## src/rtl/wb_arbiter_pkg.sv

```systemverilog
// Shared widths, FIFO entry type and round-robin helper for the writeback arbiter.
package wb_arbiter_pkg;

  localparam int WORD  = 32;
  localparam int NREG  = 32;
  localparam int RADDR = 5;

  typedef struct packed {
    logic [RADDR-1:0] rd;
    logic [WORD-1:0]  data;
  } wb_entry_t;

  // Wrap v into [0, n) for v < 2*n.
  function automatic int unsigned rr_wrap(input int unsigned v, input int unsigned n);
    return (v >= n) ? v - n : v;
  endfunction

endpackage

```

## src/rtl/wb_fifo.sv

```systemverilog
// Per-source result FIFO: DEPTH entries of {rd, data}, head visible combinationally.
module wb_fifo
  import wb_arbiter_pkg::*;
#(
  parameter int DEPTH = 2
) (
  input  logic                         clk,
  input  logic                         rst,
  input  logic                         push,
  input  logic                         pop,
  input  wb_entry_t                    din,
  output logic                         full,
  output logic                         empty,
  output logic [$clog2(DEPTH+1)-1:0]   count,
  output wb_entry_t                    head
);

  localparam int PW = (DEPTH > 1) ? $clog2(DEPTH) : 1;
  localparam int CW = $clog2(DEPTH+1);

  wb_entry_t       r_mem [DEPTH];
  logic [PW-1:0]   r_wr_ptr;
  logic [PW-1:0]   r_rd_ptr;
  logic [CW-1:0]   r_count;
  logic            w_push;
  logic            w_pop;

  assign full   = (r_count == CW'(DEPTH));
  assign empty  = (r_count == '0);
  assign count  = r_count;
  assign head   = r_mem[r_rd_ptr];
  assign w_push = push & ~full;
  assign w_pop  = pop & ~empty;

  // Storage carries no reset; validity is tracked entirely by r_count.
  always_ff @(posedge clk) begin
    if (w_push) r_mem[r_wr_ptr] <= din;
  end

  always_ff @(posedge clk or negedge rst) begin
    if (!rst) begin
      r_wr_ptr <= '0;
      r_rd_ptr <= '0;
      r_count  <= '0;
    end else begin
      if (w_push) r_wr_ptr <= r_wr_ptr + PW'(1);
      if (w_pop)  r_rd_ptr <= r_rd_ptr + PW'(1);
      if (w_push && !w_pop)      r_count <= r_count + CW'(1);
      else if (w_pop && !w_push) r_count <= r_count - CW'(1);
    end
  end

endmodule

```

## src/rtl/wb_arbiter.sv

```systemverilog
// Writeback arbiter: round-robin over per-source FIFOs into a held output register.
// Optional WB_BYPASS_EN adds same-cycle forwarding outputs.
module wb_arbiter
  import wb_arbiter_pkg::*;
#(
  parameter int NUM_SRC    = 3,
  parameter int FIFO_DEPTH = 2
) (
  input  logic                     clk,
  input  logic                     rst,
  input  logic [NUM_SRC-1:0]       src_valid_i,
  output logic [NUM_SRC-1:0]       src_ready_o,
  input  logic [NUM_SRC*RADDR-1:0] src_rd_i,
  input  logic [NUM_SRC*WORD-1:0]  src_data_i,
  input  logic [NREG-1:0]          rsv_i,
  output logic [NREG-1:0]          wb_o,
  output logic [WORD-1:0]          wb_data_o,
`ifdef WB_BYPASS_EN
  output logic                     byp_valid_o,
  output logic [RADDR-1:0]         byp_rd_o,
  output logic [WORD-1:0]          byp_data_o,
`endif
  output logic [RADDR-1:0]         wb_rd_o
);

  localparam int SW = (NUM_SRC > 1) ? $clog2(NUM_SRC) : 1;
  localparam int CW = $clog2(FIFO_DEPTH+1);

  logic [NUM_SRC-1:0] w_push;
  logic [NUM_SRC-1:0] w_pop;
  logic [NUM_SRC-1:0] w_full;
  logic [NUM_SRC-1:0] w_empty;
  logic [CW-1:0]      w_count [NUM_SRC];
  wb_entry_t          w_head  [NUM_SRC];

  logic               r_out_busy;
  logic [RADDR-1:0]   r_wb_rd;
  logic [WORD-1:0]    r_wb_data;
  logic [SW-1:0]      r_rr_ptr;

  logic               w_hold;
  logic               w_gnt_valid;
  logic [SW-1:0]      w_gnt_idx;
  wb_entry_t          w_gnt_entry;

  genvar gi;
  generate
    for (gi = 0; gi < NUM_SRC; gi++) begin : g_src
      wb_entry_t w_din;
      assign w_din.rd      = src_rd_i[gi*RADDR +: RADDR];
      assign w_din.data    = src_data_i[gi*WORD +: WORD];
      assign src_ready_o[gi] = (w_count[gi] != CW'(FIFO_DEPTH));
      assign w_push[gi]    = src_valid_i[gi] & ~w_full[gi];
      assign w_pop[gi]     = w_gnt_valid & (w_gnt_idx == SW'(gi));

      wb_fifo #(.DEPTH(FIFO_DEPTH)) u_fifo (
        .clk   (clk),
        .rst   (rst),
        .push  (w_push[gi]),
        .pop   (w_pop[gi]),
        .din   (w_din),
        .full  (w_full[gi]),
        .empty (w_empty[gi]),
        .count (w_count[gi]),
        .head  (w_head[gi])
      );
    end
  endgenerate

  // A reserved target would be dropped by the cell, so the entry stays put.
  assign w_hold = r_out_busy & rsv_i[r_wb_rd];

  // Scan from the highest offset down so the nearest non-empty source wins.
  always_comb begin
    int unsigned k;
    w_gnt_valid = 1'b0;
    w_gnt_idx   = '0;
    k           = 0;
    for (int i = NUM_SRC-1; i >= 0; i--) begin
      k = rr_wrap(int'(r_rr_ptr) + i, NUM_SRC);
      if (!w_empty[k]) begin
        w_gnt_valid = ~w_hold;
        w_gnt_idx   = SW'(k);
      end
    end
    w_gnt_entry = w_head[w_gnt_idx];
  end

  always_ff @(posedge clk or negedge rst) begin
    if (!rst) begin
      r_out_busy <= 1'b0;
      r_wb_rd    <= '0;
      r_wb_data  <= '0;
      r_rr_ptr   <= '0;
    end else if (!w_hold) begin
      if (w_gnt_valid) begin
        r_rr_ptr   <= SW'(rr_wrap(int'(w_gnt_idx) + 1, NUM_SRC));
        // rd 0 is the zero register: the slot is consumed but nothing is written.
        r_out_busy <= (w_gnt_entry.rd != '0);
        if (w_gnt_entry.rd != '0) begin
          r_wb_rd   <= w_gnt_entry.rd;
          r_wb_data <= w_gnt_entry.data;
        end
      end else begin
        r_out_busy <= 1'b0;
      end
    end
  end

  generate
    for (gi = 0; gi < NREG; gi++) begin : g_dec
      assign wb_o[gi] = r_out_busy & (r_wb_rd == RADDR'(gi));
    end
  endgenerate

  assign wb_data_o = r_wb_data;
  assign wb_rd_o   = r_wb_rd;

`ifdef WB_BYPASS_EN
  assign byp_valid_o = r_out_busy & ~rsv_i[r_wb_rd];
  assign byp_rd_o    = r_wb_rd;
  assign byp_data_o  = r_wb_data;
`endif

endmodule

```

## config.mk

```make
export PLATFORM = sky130hd
export DESIGN_NAME = wb_arbiter
export DESIGN_NICKNAME = d
export VERILOG_FILES = /design/src/rtl/wb_arbiter_pkg.sv /design/src/rtl/wb_fifo.sv /design/src/rtl/wb_arbiter.sv
export SDC_FILE = /design/constraint.sdc
export NUM_CORES = 1
export LEC_CHECK = 0
export CORE_ASPECT_RATIO = 0.75
export CORE_UTILIZATION = 40
export CTS_CLUSTER_SIZE = 16
export DETAILED_ROUTE_END_ITERATION = 6
export PLACE_DENSITY_LB_ADDON = 0.15
export SYNTH_ARGS = -nofsm -noshare
export SYNTH_HDL_FRONTEND = slang
export SYNTH_HIERARCHICAL = 1
export SYNTH_SLANG_ARGS = --single-unit
export TNS_END_PERCENT = 10
```

## constraint.sdc

```tcl
create_clock -name clk -period 8.8 [get_ports clk]
set_input_delay 1.76 -clock clk [delete_from_list [all_inputs] [get_ports clk]]
set_output_delay 1.76 -clock clk [all_outputs]
set_load 0.1 [all_outputs]
```

Word-level counts from Yosys, hierarchy flattened --
Memories as Yosys holds them, arrays and structs flattened. Cells that the tools add are included.
Cells by class: add/sub/neg operators 19, magnitude comparators 9, equal/unequal tests 39, mux-type cells 34, bitwise logic cells 53, reductions and logical operators 23
Operators by type and width (number):
- $lt A32 B3 Y1 const B | 3
- $mux W32 | 3
- $eq A5 B5 Y1 const B | 16
- $bmux W37 S2 | 1
- $mux W37 | 2
- $and A1 B1 Y1 | 45
- $eq A5 B4 Y1 const B | 8
- $eq A5 B3 Y1 const B | 4
- $mux W2 | 10
- $mux W1 | 14
- $eq A5 B2 Y1 const B | 2
- $ge A3 B2 Y1 const B | 3
- $eq A2 B2 Y1 const B | 4
- $logic_not A2 Y1 | 4
- $sub A3 B2 Y4 const B | 2
- $not A1 Y1 | 7
- $add A1 B1 Y1 const B | 6
- $add A2 B1 Y2 const B | 3
- $add A2 B1 Y3 const B | 2
- $bmux W1 S2 | 3
- $logic_and A1 B1 Y1 | 6
- $logic_not A1 Y1 | 6
- $lt A5 B6 Y1 const B | 1
- $ne A2 B2 Y1 const B | 3
- 15 further kinds | 19
Storage, ports and cells: bits in registers 52, bits in writable memories 222, input bits 148, output and inout bits 72, word-level logic and storage cells 193, memories 3
Memory list:
- g_src[0].u_fifo.r_mem | words 2, bits a word 37, read ports 1, clocked after Yosys merged registers in 0, wr ports 1, line wb_fifo.sv:21 | wb_entry_t r_mem [DEPTH];
- g_src[1].u_fifo.r_mem | words 2, bits a word 37, read ports 1, clocked after Yosys merged registers in 0, wr ports 1, line wb_fifo.sv:21
- g_src[2].u_fifo.r_mem | words 2, bits a word 37, read ports 1, clocked after Yosys merged registers in 0, wr ports 1, line wb_fifo.sv:21

Longest topological paths before layout --
Gate-level depths: netlist of run 1.
word-level depth 14, depth in mapped cells 15, depth with buffers taken out 12

Cells and area by module --
The synthesis of run 1 kept the hierarchy.
By module, submodules not included:
- wb_fifo | times used 3, cells an instance 134, area an instance 2949.1 sq um, sequential area each 2322.2 sq um
- wb_arbiter | times used 1, cells an instance 351, area an instance 3200.6 sq um, sequential area each 1001.0 sq um

Worst setup path after synthesis of run 1 --
OpenSTA, ideal clock, no wires.
path kind register -> output, from register r_wb_rd[3], in the netlist wb_rd_o[3], to output port wb_o[24], arrival 3.765 ns, data required time 7.040 ns, path slack 3.275 ns, stages on the path, launching flop included 5, buffers on the path 2, path through dfrtp_1 > clkbuf_1 > clkbuf_1 > nand4_1 > nor3_1
Between the ends: cells in the longest elaborated chain, start to end 2
Ends and longest elaborated chain:
- from (decl) | line wb_arbiter.sv:37 | logic [RADDR-1:0] r_wb_rd;
- from (signal assigned) | line wb_arbiter.sv:101 | r_wb_rd <= w_gnt_entry.rd;
- $eq A5 B5 Y1 | line wb_arbiter.sv:112 | assign wb_o[gi] = r_out_busy & (r_wb_rd == RADDR'(gi));
- $and A1 B1 Y1 | line wb_arbiter.sv:112
- to (decl) | line wb_arbiter.sv:16 | output logic [NREG-1:0] wb_o,
No other way between the ends.

Worst setup path in the final report of run 1 --
from register r_wb_rd[3], in the netlist wb_rd_o[3], to output port wb_o[16]
The elaborated chain is that of the path after synthesis.

==> flow_metrics.env, run 1 <==
export IMPL_die_height_microns=152
export IMPL_final_net_count=1125
export IMPL_finalHoldViolations=0
export IMPL_place_port_buffers=219
export IMPL_reg2regPathDepth=8
export IMPL_power_per_cell_area_nw_per_um2=433
export IMPL_cts_reportedPaths_clkPinSlew_ns=0.06
export IMPL_tritoncts="built"
export IMPL_drc_errors=0
export IMPL_ys_ff_latch=274
export IMPL_num_vias=6985
export IMPL_crit_fanout=16
export IMPL_hold_buffers=0
export IMPL_grt_usage_pct=18.1
export IMPL_worstReg2RegEnd="wb_data_o[28]"
export IMPL_grt_setup_unrepaired="false"
export IMPL_clk_latency_ns=0.55
export IMPL_synth_warning_count=6
export IMPL_cts_root_buffer_cell="clkbuf_16"
export IMPL_p_total_mw=6.74
export IMPL_grt_total_ovfl=0
export IMPL_max_freq_ghz=0.208
export IMPL_netlist_cell_type_count=45
export IMPL_internal_reg_to_reg_setup_slack_ns=4.62
export IMPL_crit_chain="inv_1 > nand4_1 > nor3_1 > clkdlybuf4s50_1"
export IMPL_slowest_delay_ns=1.18
export IMPL_clock_sinks=274
export IMPL_cpMaxStageDelayCell="clkdlybuf4s50_1"
export IMPL_timing_critical_path_to="wb_o[16]"
export IMPL_grt_max_degree=77
export IMPL_number_of_global_route_vias_before_repair=7030
export IMPL_drt_iter0_drc=432
export IMPL_wire_per_inst_microns=20.1
export IMPL_depth_of_the_cts_h_tree=1
export IMPL_synth_flop_cell="edfxtp_1"
export IMPL_finalMaxSlewViolations=0
export IMPL_cap_violations=0
export IMPL_timing_setup_tns_ns=0
export IMPL_row_count=54
export IMPL_share_of_async_settable_or_async_resettable_flops_after_synthesis_pct=19.0
export IMPL_grt_first_pass_wirelength_mm=42.4
export IMPL_vias_per_cell=5.03
export IMPL_gp_congestion=0.791
export IMPL_dieWidth_microns=202
export IMPL_critical_path_reg2reg_startpoint="r_rr_ptr[1]"
export IMPL_power_static_leakage_nw=5.63
export IMPL_finalClockSkew_ns=0.0278
export IMPL_outcome="finished clean"
export IMPL_hold_class="reg -> reg"
export IMPL_post_cts_setup_bufs=0
export IMPL_timing_setup_critical_path_class="reg -> out"
export IMPL_antenna_found_initial=5
export IMPL_worst_setup_path_end_kind="primary output"
export IMPL_min_period_ns=4.80
export IMPL_numCtsBuffers=28
export IMPL_drt_pre_antenna_iters=4
export IMPL_period_share_pct=54.6
export IMPL_detail_route_antenna_nets=0
export IMPL_setup_viol=0
export IMPL_slew_headroom_pct=28.7
export IMPL_floorplan_die_area_sq_um=30800
export IMPL_clk_path_buf_depth=3
export IMPL_mapped_nets=907
export IMPL_netlist_top_cell_by_area="edfxtp_1"
export IMPL_syn_avg_cell_area_sq_um=16.0
export IMPL_postRouteWirelength_mm=27.9
export IMPL_crit_arrival_ns=3.04
export IMPL_worst_slew_pin_transition_ns=1.07
export IMPL_cp_required_ns=7.04
export IMPL_synth_top_cells_by_area="edfxtp_1, dfrtp_1, mux2_4"
export IMPL_flow_area_growth_from_synthesis_pct=29.3
export IMPL_placed_wire_length_estimate_after_detailed_placement_mm=17.3
export IMPL_synth_area_sq_um=12000
export IMPL_post_cts_resized=0
export IMPL_worst_setup_sp="wb_rd_o[3]"
export IMPL_synthDominantCellAreaShare_pct=55.3
export IMPL_post_route_cells_drive_above_1_share_pct=19.8
export IMPL_initial_utilization_pct=41.1
export IMPL_power_ir_vdd_worst_v=0.000300
export IMPL_setup_worst_path_start_class="flop"
export IMPL_syn_inst_count=753
export IMPL_synth_seq_area_share_pct=66.1
export IMPL_synth_edff_count=222
export IMPL_pin_count=220
export IMPL_worstHoldPathCells=1
export IMPL_placeableCoreArea_sq_um=29300
-- power breakdown --
part	total, mW	internal, mW	switching, mW
logic	3.45	1.27	2.18
clock network	1.24	0.759	0.483
registers	2.05	1.84	0.215
-- per-layer routing --
metal	global-route usage (%)	wire length (microns)	vias to the layer above	share of wire, %
met5	0	13	-	0.047
met4	3.62	530	2	1.9
met3	3.91	1650	42	5.9
met2	27.7	12300	192	44
met1	26.4	13500	3448	48
li1	-	-	3301	-
-- worst max-delay path: cells and delay by family (launching register included) --
kind	cells	cell delay [ns]
DFF	1	0.60
and+or+nand+nor	2	0.48
buffers and inverters	2	1.43
-- Yosys cell counts, types with 7 or more instances --
library cell / number
buf_2: 12
buf_6: 12
clkbuf_1: 17
dfrtp_1: 52
edfxtp_1: 222
inv_1: 16
mux2_1: 25
mux2_2: 61
mux2_4: 60
mux2i_1: 42
mux4_2: 8
nand2_1: 52
nor2_1: 41
nor3_1: 10
o22a_1: 7
o22ai_1: 39
xnor2_1: 10
-- state kept, by name (all words and copies together) (netlist names) --
name                   count
g_src.u_fifo/r_mem       222
wb_rd_o                    5
g_src.u_fifo/count         6
wb_data_o                 32
g_src.u_fifo/r_rd_ptr      3
r_out_busy                 1
r_rr_ptr                   2
g_src.u_fifo/r_wr_ptr      3
-- how the worst min path moves through the flow --
stage | endpoint | slack [ns] | from
2_1_floorplan | g_src[0].u_fifo/r_wr_ptr | 0.46 | g_src[0].u_fifo/r_wr_ptr
3_3_place_gp | wb_data_o[19] | 0.47 | wb_data_o[19]
3_5_place_dp | wb_data_o[21] | 0.48 | wb_data_o[21]
4_1_cts | wb_data_o[21] | 0.50 | wb_data_o[21]
5_1_grt | wb_data_o[19] | 0.51 | wb_data_o[19]
6_report | wb_data_o[21] | 0.49 | wb_data_o[21]
-- area by class of cell --
| class | instances | area [sq um] |
|---|---|---|
| inverters | 16 | 60.1 |
| clock inverters | 12 | 194 |
| multi-input cells | 421 | 3810 |
| repair buffers | 230 | 2270 |
| fillers | 2445 | 13700 |
| flip-flops and latches | 274 | 7970 |
| well taps | 392 | 490 |
| diodes | 4 | 10.0 |
| clock buffers | 40 | 776 |
-- metrics by stage --
step / utilization, % / instances / instance area (sq um) / hold WS [ns] / setup slack, ns
2_1_floorplan: - / 753 / 12000 / 0.461 / 3.28
3_3_place_gp: 49.8 / 1333 / 14600 / 0.470 / 3.92
3_5_place_dp: 49.8 / 1333 / 14600 / 0.484 / 3.89
4_1_cts: 53.1 / 1385 / 15600 / 0.498 / 3.89
5_1_grt: 53.1 / 1385 / 15600 / 0.510 / 3.75
6_report: 53.1 / 1389 / 15600 / 0.495 / 4.00
-- layout by cell type, fill, tap and decap left out, types with 4 or more instances in the layout --
cell	n
o21ai_0	5
o22ai_1	37
xnor2_1	10
nor2_1	38
dfrtp_1	49
nor2b_1	4
clkdlybuf4s50_1	218
ha_1	6
inv_1	16
clkinv_2	4
buf_4	12
mux2i_1	42
a21oi_1	4
bufinv_16	5
mux2_4	60
nand2_1	52
nand4_1	4
mux4_2	8
mux2_2	61
diode_2	4
nand2b_1	6
mux2_1	25
xor2_1	6
nor3_1	10
edfxtp_1	222
o22a_1	7
nand3_1	4
clkbuf_16	28
clkbuf_1	9
-- cells by family after synthesis --
kind of cell,synth area share (%)
AOI/OAI and AO/OA,4.02
and+or+nand+nor,4.85
adders and majority gates,0.623
xor gates and xnor gates,1.16
buffers and inverters,2.71
DFF,66.1
muxes,20.5
Power figures use the tool's default switching activity.
==> run 2: changes to the inputs <==
- clock period: 8.8 -> 4.5 ns (I/O delays scaled with it)
==> run 2 against run 1 <==
Clock power rose by 83%. Global-route usage rose by 0.23 points. Final cell count rose by 0.43%. Critical path depth did not move. First-iteration DRC count fell by 24%. Cell area fell by 0.27%. Combinational power rose by 98%. Wire length rose by 0.98%. Non-clock buffer count rose by 6. Worst setup slack got worse by 3.3 ns. Power rose by 94%. Clock-buffer cell count fell by 2. Critical endpoint is now wb_o[5]. Largest cell class unchanged. Largest power group unchanged. Highest routed layer unchanged.
==> flow_metrics.env, run 2 (same netlist as run 1, synthesis figures left out) <==
export IMPL_outcome="finished clean"
export IMPL_finalMaxSlewViolations=0
export IMPL_grt_total_ovfl=0
export IMPL_timing_setup_critical_path_class="reg -> out"
export IMPL_drt_pre_antenna_iters=4
export IMPL_finalHoldViolations=0
export IMPL_cts_reportedPaths_clkPinSlew_ns=0.06
export IMPL_gp_congestion=0.781
export IMPL_crit_fanout=18
export IMPL_grt_setup_unrepaired="false"
export IMPL_largest_register="g_src.u_fifo/r_mem"
export IMPL_max_freq_ghz=0.262
export IMPL_depth_of_the_cts_h_tree=1
export IMPL_post_route_cells_drive_above_1_share_pct=22.1
export IMPL_detail_route_antenna_nets=0
export IMPL_vias_per_cell=5.02
export IMPL_internal_reg_to_reg_setup_slack_ns=1.02
export IMPL_post_cts_setup_bufs=0
export IMPL_numCtsBuffers=29
export IMPL_floorplan_die_area_sq_um=30800
export IMPL_power_static_leakage_nw=5.67
export IMPL_hold_slack_ns=0.375
export IMPL_die_height_microns=152
export IMPL_antenna_found_initial=4
export IMPL_clock_sinks=274
export IMPL_grt_usage_pct=18.3
export IMPL_row_count=54
export IMPL_worst_slew_pin_transition_ns=1.21
export IMPL_final_net_count=1132
export IMPL_p_total_mw=13.1
export IMPL_crit_arrival_ns=2.92
export IMPL_wire_per_inst_microns=20.2
export IMPL_postRouteWirelength_mm=28.2
export IMPL_cap_violations=0
export IMPL_worstReg2RegEnd="g_src[1].u_fifo/count[1]"
export IMPL_placed_wire_length_estimate_after_detailed_placement_mm=18.7
export IMPL_grt_first_pass_wirelength_mm=43.0
export IMPL_min_period_ns=3.82
export IMPL_dieWidth_microns=202
export IMPL_most_common_library_cell_in_the_layout_ignoring_fill_and_taps="edfxtp_1"
export IMPL_post_cts_resized=0
export IMPL_setup_viol=0
export IMPL_finalClockSkew_ns=0.0155
export IMPL_period_share_pct=84.8
export IMPL_reg2regPathDepth=12
export IMPL_pin_count=220
export IMPL_tritoncts="built"
export IMPL_number_of_global_route_vias_before_repair=7328
export IMPL_drt_iter0_drc=330
export IMPL_cp_required_ns=3.60
export IMPL_placeableCoreArea_sq_um=29300
export IMPL_layout_cells_most_common_list="edfxtp_1, clkdlybuf4s50_1, mux2_2"
export IMPL_clk_path_buf_depth=3
export IMPL_clk_latency_ns=0.55
export IMPL_flow_area_growth_from_synthesis_pct=29.0
export IMPL_hold_class="in -> async"
export IMPL_num_vias=6998
export IMPL_hold_buffers=0
export IMPL_place_port_buffers=219
export IMPL_critical_path_reg2reg_startpoint="r_rr_ptr[1]"
export IMPL_cts_root_buffer_cell="clkbuf_16"
export IMPL_drc_errors=0
export IMPL_largest_register_ff_count=222
export IMPL_setup_worst_path_start_class="flop"
export IMPL_grt_max_degree=44
export IMPL_power_per_cell_area_nw_per_um2=842
export IMPL_initial_utilization_pct=41.1
export IMPL_slew_headroom_pct=19.6
export IMPL_power_ir_vdd_worst_v=0.000549
export IMPL_worst_setup_path_end_kind="primary output"
## run 2: metrics by stage
step / cell area, sq um / setup TNS (ns) / worst slack (ns) / cells / util [%]
2_1_floorplan: 12100 / -0.295 / -0.165 / 753 / -
3_3_place_gp: 14600 / 0 / 0.964 / 1339 / 49.9
3_5_place_dp: 14600 / 0 / 0.960 / 1339 / 49.9
4_1_cts: 15500 / 0 / 0.628 / 1393 / 53.0
5_1_grt: 15500 / 0 / 0.512 / 1393 / 53.0
6_report: 15500 / 0 / 0.684 / 1395 / 53.0
## run 2: worst max-delay path: stages, from the launching register on
cell and delay [ns]:
dfrtp_1 0.65, inv_1 0.25, nand3_1 0.18, nor2_1 0.14, clkdlybuf4s50_1 1.15
## run 2: per-layer routing
layer  wire [microns]  vias up  GRT usage, %
li1                 -     3306             -
met1            13300     3462          25.9
met2            12900      190          29.5
met3             1500       38          3.64
met4              433        2          3.40
met5               12        -             0
## run 2: worst max-delay path by stage
stage | startpoint | end | slack [ns]
floorplan | wb_rd_o[3] | wb_o[28] | -0.16
global placement | rsv_i[12] | g_src[1].u_fifo/count[1] | 0.96
detailed placement | rsv_i[31] | wb_data_o[2] | 0.96
CTS | wb_rd_o[1] | wb_o[9] | 0.63
global route | wb_rd_o[1] | wb_o[13] | 0.51
finish | wb_rd_o[1] | wb_o[5] | 0.68
## run 2: final cells by class
cell class	instances	area (sq um)
Fill cell	2487	13800
Sequential cell	274	7970
Multi-Input combinational cell	421	3810
Timing Repair Buffer	236	2300
Clock buffer	38	759
Tap cell	392	490
Clock inverter	16	144
Inverter	16	60.1
Antenna cell	2	5.00
## run 2: report_power, final
part           leakage [nW]  total (mW)  internal (mW)  switching [mW]
Combinational          2.57        6.83           2.52            4.31
Clock                 0.448        2.27           1.31           0.957
Sequential             2.66        4.00           3.60           0.403
Total                  5.67        13.1           7.43            5.67
==> run 3: changes to the inputs <==
- clock period: 4.5 -> 3.2 ns (I/O delays scaled with it)
==> run 3 against run 2 <==
Non-clock buffer count up 14. Clock-buffer cell count fell by 1. Clock skew increased by 0.0021 ns. Via count up 0.79%. Wire length increased by 0.93%. Die area is the same. Worst setup slack worse by 0.44 ns.
==> flow_metrics.env, run 3 (same netlist as run 1, synthesis figures left out) <==
export IMPL_period_share_pct=92.5
export IMPL_cp_required_ns=3.63
export IMPL_finalClockSkew_ns=0.0176
export IMPL_postLayoutCoreUtil_pct=53.6
export IMPL_min_period_ns=2.96
export IMPL_place_port_buffers=219
export IMPL_critical_path_reg2reg_startpoint="r_rr_ptr[0]"
export IMPL_post_route_cells_drive_above_1_share_pct=31.1
export IMPL_initial_utilization_pct=41.1
export IMPL_placeableCoreArea_sq_um=29300
export IMPL_clk_path_buf_depth=3
export IMPL_timing_setup_critical_path_class="reg -> reg"
export IMPL_crit_arrival_ns=3.39
export IMPL_grt_first_pass_wirelength_mm=43.1
export IMPL_depth_of_the_cts_h_tree=1
export IMPL_clk_latency_ns=0.56
export IMPL_numCtsBuffers=28
export IMPL_detail_route_antenna_nets=0
export IMPL_cts_reportedPaths_clkPinSlew_ns=0.06
export IMPL_layout_cells_most_common_list="edfxtp_1, clkdlybuf4s50_1, buf_4"
export IMPL_cap_violations=0
export IMPL_num_vias=7053
export IMPL_fin_area_sq_um=15700
export IMPL_worst_setup_path_end_kind="flop"
export IMPL_row_count=54
export IMPL_finalMaxSlewViolations=0
export IMPL_clock_sinks=274
export IMPL_gp_congestion=0.840
export IMPL_final_net_count=1145
export IMPL_post_cts_setup_bufs=0
export IMPL_num_fill_cells=2459
export IMPL_drc_errors=0
export IMPL_tritoncts="built"
export IMPL_grt_usage_pct=18.5
export IMPL_seq_area_sq_um=7970
export IMPL_setup_viol=0
export IMPL_floorplan_die_area_sq_um=30800
export IMPL_hold_buffers=0
export IMPL_largest_register_ff_count=222
export IMPL_number_of_global_route_vias_before_repair=7211
export IMPL_multi_input_area_sq_um=3910
export IMPL_drt_pre_antenna_iters=4
export IMPL_flow_area_growth_from_synthesis_pct=30.6
export IMPL_timing_final_ws_setup_ns=0.241
export IMPL_cts_root_buffer_cell="clkbuf_16"
export IMPL_placed_wire_length_estimate_after_detailed_placement_mm=19.7
export IMPL_finalHoldViolations=0
export IMPL_setup_worst_path_start_class="flop"
export IMPL_die_height_microns=152
export IMPL_postRouteWirelength_mm=28.5
export IMPL_grt_total_ovfl=0
export IMPL_reg2regPathDepth=10
export IMPL_worstReg2RegEnd="wb_data_o[27]"
export IMPL_num_antenna_cells=0
export IMPL_internal_reg_to_reg_setup_slack_ns=0.24
export IMPL_outcome="finished clean"
export IMPL_dieWidth_microns=202
export IMPL_placedInstanceArea_sq_um=14800
export IMPL_grt_max_degree=42
export IMPL_pin_count=220
export IMPL_slew_headroom_pct=59.4
export IMPL_max_freq_ghz=0.338
export IMPL_drt_iter0_drc=342
export IMPL_hold_class="in -> async"
export IMPL_wire_per_inst_microns=20.3
export IMPL_vias_per_cell=5.02
export IMPL_place_ws_ns=-0.00529
export IMPL_most_common_library_cell_in_the_layout_ignoring_fill_and_taps="edfxtp_1"
export IMPL_antenna_found_initial=2
export IMPL_grt_setup_unrepaired="false"
export IMPL_worst_slew_pin_transition_ns=0.610
export IMPL_largest_register="g_src.u_fifo/r_mem"
export IMPL_crit_fanout=21
[run 3: changes by cell type in the layout (fill, tap and decap cells not counted), sizes merged]
cell,previous run,this run
buf,35,104
clkdlybuf4s50,201,146
diode,2,0
inv,18,16
clkbuf,38,37
[run 3: worst max-delay path, cell delays in order (launching register included)]
cell and delay (ns):
dfrtp_1 0.35, inv_1 0.08, ha_1 0.50, mux2i_1 0.15, o22a_1 0.31, o22ai_4 0.23, buf_12 0.24, buf_4 0.21
mux2i_1 0.31, o22ai_1 0.13, mux2_1 0.30
[run 3: area by class of cell]
cell class              count  share of cell area (%)
multi-input cells         421                    24.8
well taps                 392                    3.12
flip-flops and latches    274                    50.7
clock buffers              37                    4.86
clock inverters            14                   0.827
repair buffers            250                    15.3
inverters                  16                   0.382
[run 3: how the worst max path moves through the flow]
| stage | from | to | slack (ns) |
|---|---|---|---|
| floorplan | wb_rd_o[2] | wb_o[21] | -0.34 |
| CTS | r_rr_ptr[0] | wb_data_o[22] | 0.19 |
| detailed placement | rsv_i[30] | g_src[2].u_fifo/count[1] | -0.005 |
| finish | r_rr_ptr[0] | wb_data_o[27] | 0.24 |
| global placement | rsv_i[23] | g_src[0].u_fifo/count[1] | 0.06 |
| global route | r_rr_ptr[0] | wb_data_o[26] | 0.03 |
[run 3: metrics by stage]
step                      std cells  setup TNS (ns)  hold WS (ns)
after floorplan                 753           -3.31         0.344
final                          1404               0        0.0624
after detailed placement       1353         -0.0101         0.476
after global placement         1353               0         0.472
after CTS                      1404               0        0.0535
after global routing           1404               0        0.0834
[run 3: repair_timing]
item | CTS | global route
endpoints found under the hold margin | 0 | 0
gates resized for setup | 0 | 1
setup endpoints to repair | 0 | 1
[run 3: layer usage]
| layer | global-route usage [%] | wire length, microns | up-vias |
|---|---|---|---|
| li1 | - | - | 3335 |
| met2 | 30.3 | 13600 | 188 |
| met1 | 24.9 | 12400 | 3486 |
| met3 | 4.62 | 2010 | 42 |
| met4 | 3.76 | 471 | 2 |
| met5 | 0 | 12 | - |
Power of run 3 is not shown: default switching activity piles up to over one toggle a cycle in this logic, so the estimate is an artifact.
